--- config.mk ---
export PLATFORM = sky130hd
export DESIGN_NAME = pe_alu_xbar_slice
export DESIGN_NICKNAME = d
export VERILOG_FILES = /design/src/rtl/pe_alu_xbar_slice.sv
export SDC_FILE = /design/constraint.sdc
export NUM_CORES = 2
export LEC_CHECK = 0
export BUFFER_PORTS_ARGS = -buffer_cell sky130_fd_sc_hd__buf_2
export CORE_MARGIN = 1
export CORE_UTILIZATION = 50
export DETAILED_ROUTE_END_ITERATION = 8
export PLACE_DENSITY = 0.75
export SLEW_MARGIN = 5
export SYNTH_ARGS = -nofsm -noshare
export SYNTH_HDL_FRONTEND = slang
export SYNTH_SLANG_ARGS = --single-unit
--- constraint.sdc ---
create_clock -name clk -period 10.9 [get_ports clk]
set_input_delay 1.635 -clock clk [delete_from_list [all_inputs] [get_ports clk]]
set_output_delay 1.635 -clock clk [all_outputs]
set_load 0.05 [all_outputs]
--- src/rtl/pe_alu_xbar_slice.sv ---
// CGRA PE slice: 4x4 input crossbar, registered 16-op ALU, 2x1 output switch, 13-bit serial config chain.
// Latency: one cycle from crossbar operands to out0 via alu_q; routing and the output switch are combinational.
// Backpressure: none; config_en=1 shifts the chain and freezes alu_q for that cycle.
module pe_alu_xbar_slice #(
    parameter int size = 32
) (
    input  logic            clk,
    input  logic            reset,
    input  logic            config_en,
    input  logic            config_in,
    output logic            config_out,
    input  logic [size-1:0] in0,
    input  logic [size-1:0] in1,
    input  logic [size-1:0] mem_in,
    output logic [size-1:0] mem_op0,
    output logic [size-1:0] mem_op1,
    output logic [size-1:0] out0
);

    localparam int SHW = $clog2(size);

    localparam logic [3:0] OP_ADD  = 4'd0;
    localparam logic [3:0] OP_SUB  = 4'd1;
    localparam logic [3:0] OP_MUL  = 4'd2;
    localparam logic [3:0] OP_AND  = 4'd3;
    localparam logic [3:0] OP_OR   = 4'd4;
    localparam logic [3:0] OP_XOR  = 4'd5;
    localparam logic [3:0] OP_SHL  = 4'd6;
    localparam logic [3:0] OP_LSHR = 4'd7;
    localparam logic [3:0] OP_ASHR = 4'd8;
    localparam logic [3:0] OP_EQ   = 4'd9;
    localparam logic [3:0] OP_LT   = 4'd10;
    localparam logic [3:0] OP_LTU  = 4'd11;
    localparam logic [3:0] OP_PASA = 4'd12;
    localparam logic [3:0] OP_PASB = 4'd13;
    localparam logic [3:0] OP_MIN  = 4'd14;
    localparam logic [3:0] OP_MAX  = 4'd15;

    logic [12:0]     cfg_q, cfg_d;
    logic [size-1:0] alu_q, alu_d, alu_res;
    logic [size-1:0] src [4];
    logic [size-1:0] x0, x1;
    logic [SHW-1:0]  shamt;

    logic [3:0] opcode;
    logic       outsel;
    logic [1:0] xsel0, xsel1, xsel2, xsel3;

    assign opcode = cfg_q[3:0];
    assign outsel = cfg_q[4];
    assign xsel0  = cfg_q[6:5];
    assign xsel1  = cfg_q[8:7];
    assign xsel2  = cfg_q[10:9];
    assign xsel3  = cfg_q[12:11];

    // alu_q feeds back through the registered source, so routing has no internal loop
    assign src[0] = in0;
    assign src[1] = in1;
    assign src[2] = alu_q;
    assign src[3] = mem_in;

    assign x0      = src[xsel0];
    assign x1      = src[xsel1];
    assign mem_op0 = src[xsel2];
    assign mem_op1 = src[xsel3];

    assign out0       = outsel ? mem_in : alu_q;
    assign config_out = cfg_q[12];
    assign shamt      = x1[SHW-1:0];

    // ALU function on the crossbar operands; comparisons return 0/1 in bit 0
    always_comb begin
        alu_res = '0;
        case (opcode)
            OP_ADD:  alu_res = x0 + x1;
            OP_SUB:  alu_res = x0 - x1;
            OP_MUL:  alu_res = x0 * x1;
            OP_AND:  alu_res = x0 & x1;
            OP_OR:   alu_res = x0 | x1;
            OP_XOR:  alu_res = x0 ^ x1;
            OP_SHL:  alu_res = x0 << shamt;
            OP_LSHR: alu_res = x0 >> shamt;
            OP_ASHR: alu_res = $signed(x0) >>> shamt;
            OP_EQ:   alu_res[0] = (x0 == x1);
            OP_LT:   alu_res[0] = ($signed(x0) < $signed(x1));
            OP_LTU:  alu_res[0] = (x0 < x1);
            OP_PASA: alu_res = x0;
            OP_PASB: alu_res = x1;
            OP_MIN:  alu_res = ($signed(x0) < $signed(x1)) ? x0 : x1;
            OP_MAX:  alu_res = ($signed(x0) < $signed(x1)) ? x1 : x0;
            default: alu_res = '0;
        endcase
    end

    // Next state: shifting the chain and computing are mutually exclusive per cycle
    always_comb begin
        cfg_d = cfg_q;
        alu_d = alu_q;
        if (config_en) begin
            cfg_d = {cfg_q[11:0], config_in};
        end else begin
            alu_d = alu_res;
        end
    end

    // Config chain and ALU result register, cleared asynchronously
    always_ff @(posedge clk or negedge reset) begin
        if (!reset) begin
            cfg_q <= '0;
            alu_q <= '0;
        end else begin
            cfg_q <= cfg_d;
            alu_q <= alu_d;
        end
    end

endmodule

==> reports/qor.csv <==
metric,value,unit
status,completed,
postcts setup bufs,0,
H-tree depth,2,
nets,4371,
final period utilization,93.0,%
CTS Buf Count,5,
share of layout cells above drive strength 1,16.0,%
worst r2r path cells,26,
Syn-to-layout area delta,6.82,%
largest family of logic cells by synthesized area,adder cells,
DR vias/cell,6.65,
CP top delay family,adder cells,
flop2flop setup slack,1190,ps
die area,0.0599,sq mm
Worst Skew,20.7,ps
CTS Buffer Depth,2,
Post-Route Setup TNS,0,ps
"EDFF count, synth",0,
RSZ-0062 raised after global routing,no,
"Cell Area, Synth",0.0294,sq mm
Crit. Startpoint,mem_in[8],
final hold violations,0,
Rows,88,
Mapped Cells,3580,
Max Fanout on Critical Path,9,
clock-pin slew on the worst setup and hold paths,90,ps
Adder-Cell Fraction of Synth Area,37.2,%
drt first-iter violations,3816,
"count leader, synth",nor2_1,
Remaining DRCs,0,
crit path to,alu_q[31],
critical path's slowest cell,o21ai_0,
cts hold-fix bufs,0,
"Top FF cell, synth",dfrtp_1,
IO Pins,197,
Critical Path AT,10390,ps
Min-Delay Path Class,reg2reg,
worst-skew pair later-pin latency,330,ps
crit path kind,in2reg,
"Distinct cells, synth",83,
Max-slew headroom,24.6,%
Period minus WS final,10140,ps
WL final,131000,microns
MaxCap Viol Count,0,
Congestion Overflow GR,0,
register area share after synthesis,3.82,%
GP Congestion,1.09,
Synth Area per Inst,8.22,sq um
initial antenna violation count,5,
clock root buffer,clkbuf_16,
post-synthesis compound-gate area fraction,16.1,%
top post-synthesis cells by area,"fa_1 (28%), ha_1 (9.3%), mux4_2 (6.6%)",
nature of the critical path endpoint,register,
Initial Util,50.8,%
WP depth,27,
Antenna Nets Post-Route,0,
top cell type by total area after synthesis,fa_1,
Finish-stage setup viols,0,
synth cell count leaders,"nor2_1 (472), inv_1 (457), nand2_1 (411), fa_1 (410), ha_1 (220)",
r2r endpoint,alu_q[31],
Worst Path Required,11160,ps
die height,245,microns
number of global-route vias before repair,29240,
"Slew Viols, Final",0,
Final HPWL DP,101000,microns
Least-Margin Pin Slew,1120,ps
die width,245,microns
YS warnings,0,
"Buf+Inv Stages, Crit Path",6,
multiplexer share of the synthesized area,15.6,%
total iterations of the first detailed-routing run,7,
crit start category,input port,
FMAX,98.6,MHz
Synth Area in Simple Gates,14.8,%
routed len/inst,29.7,microns
CP max stage delay,950,ps
Core ar.,0.0579,sq mm
synthesized flop and latch total,45,
IO buf count,196,
cell mode on critical path,fa_1,
Overall Global Routing Usage,43.8,%
worst r2r src,cfg_q[5],
Syn Nets,4310,
clock sinks,45,
# resized after CTS,0,
first-pass GRT wire length,193000,microns
largest net degree at the start of global routing,78,
"FFs w/ async S/R, synth",100,%
vias after detailed routing,29319,
Synth top area share,27.9,%
CTS tree,built,
Post-Synth XOR/XNOR Area,2.92,%
[cell families (layout without fill, tap and decap cells)]
logic type                 count (synthesis)  after routing
xor gates and xnor gates                  98             98
AOI/OAI and AO/OA                        689            689
and+or+nand+nor                         1055           1055
adders and majority gates                630            630
buffers and inverters                    725            787
DFF                                       45             45
other                                      0              2
muxes                                    338            338
[cell type report]
type	count	area, sq um
diodes	2	5.00
clock buffers	6	129
clock inverters	2	35.0
fillers	5488	26500
inverters	474	1780
multi-input cells	2810	25600
flip-flops and latches	45	1130
well taps	765	957
repair buffers	305	1820
[per-layer routing]
| metal | wire (microns) | track usage [%] | vias to the layer above |
|---|---|---|---|
| met1 | 48100 | 56.3 | 14333 |
| met4 | 10200 | 28.1 | 2 |
| met5 | 10 | 0 | - |
| met2 | 54000 | 63.6 | 2283 |
| met3 | 18500 | 13.6 | 527 |
| li1 | - | - | 12174 |
[worst min-delay path by stage]
stage / start / to / slack [ps] / cells after the start
3_5_place_dp: cfg_q[10] / cfg_q[10] / 530 / 1
6_report: cfg_q[10] / cfg_q[10] / 550 / 1
4_1_cts: cfg_q[10] / cfg_q[10] / 540 / 1
5_1_grt: cfg_q[10] / cfg_q[10] / 550 / 1
3_3_place_gp: cfg_q[10] / cfg_q[10] / 520 / 1
2_1_floorplan: alu_q[10] / alu_q[10] / 510 / 2
[cells in the final DEF, fill, tap and decap left out, drive strengths merged, types with 9 or more instances in the layout]
cell	netlist	routed
a211oi	28	28
a21o	26	26
a21oi	159	159
a221o	15	15
a221oi	61	61
a22o	9	9
a22oi	33	33
a31oi	15	15
buf	100	305
dfrtp	45	45
fa	410	410
ha	220	220
inv	469	469
mux2	113	113
mux2i	139	139
mux4	86	86
nand2	411	411
nand2b	27	27
nand3	21	21
nand4	11	11
nor2	474	474
nor2b	23	23
nor3	36	36
nor4	14	14
o2111ai	11	11
o211ai	36	36
o21ai	160	160
o21bai	19	19
o221ai	21	21
o22ai	15	15
or3	11	11
xnor2	74	74
xor2	24	24
[through the flow]
step / hold WS [ps] / worst slack, ps / area (sq um) / util (%) / std cells
finish: 550 / 762 / 31500 / 54.3 / 4409
global route: 555 / 609 / 31500 / 54.3 / 4409
CTS: 543 / 1190 / 31400 / 54.3 / 4407
detailed placement: 527 / 873 / 31300 / 54.0 / 4399
global placement: 516 / 942 / 31300 / 54.0 / 4399
floorplan: 514 / 1510 / 29400 / - / 3580
[registers in the layout (all words and copies together), names as in the netlist]
name and count:
cfg_q 13, alu_q 32
Power is not shown: default switching activity piles up to over one toggle a cycle in this logic, so the estimate is an artifact.
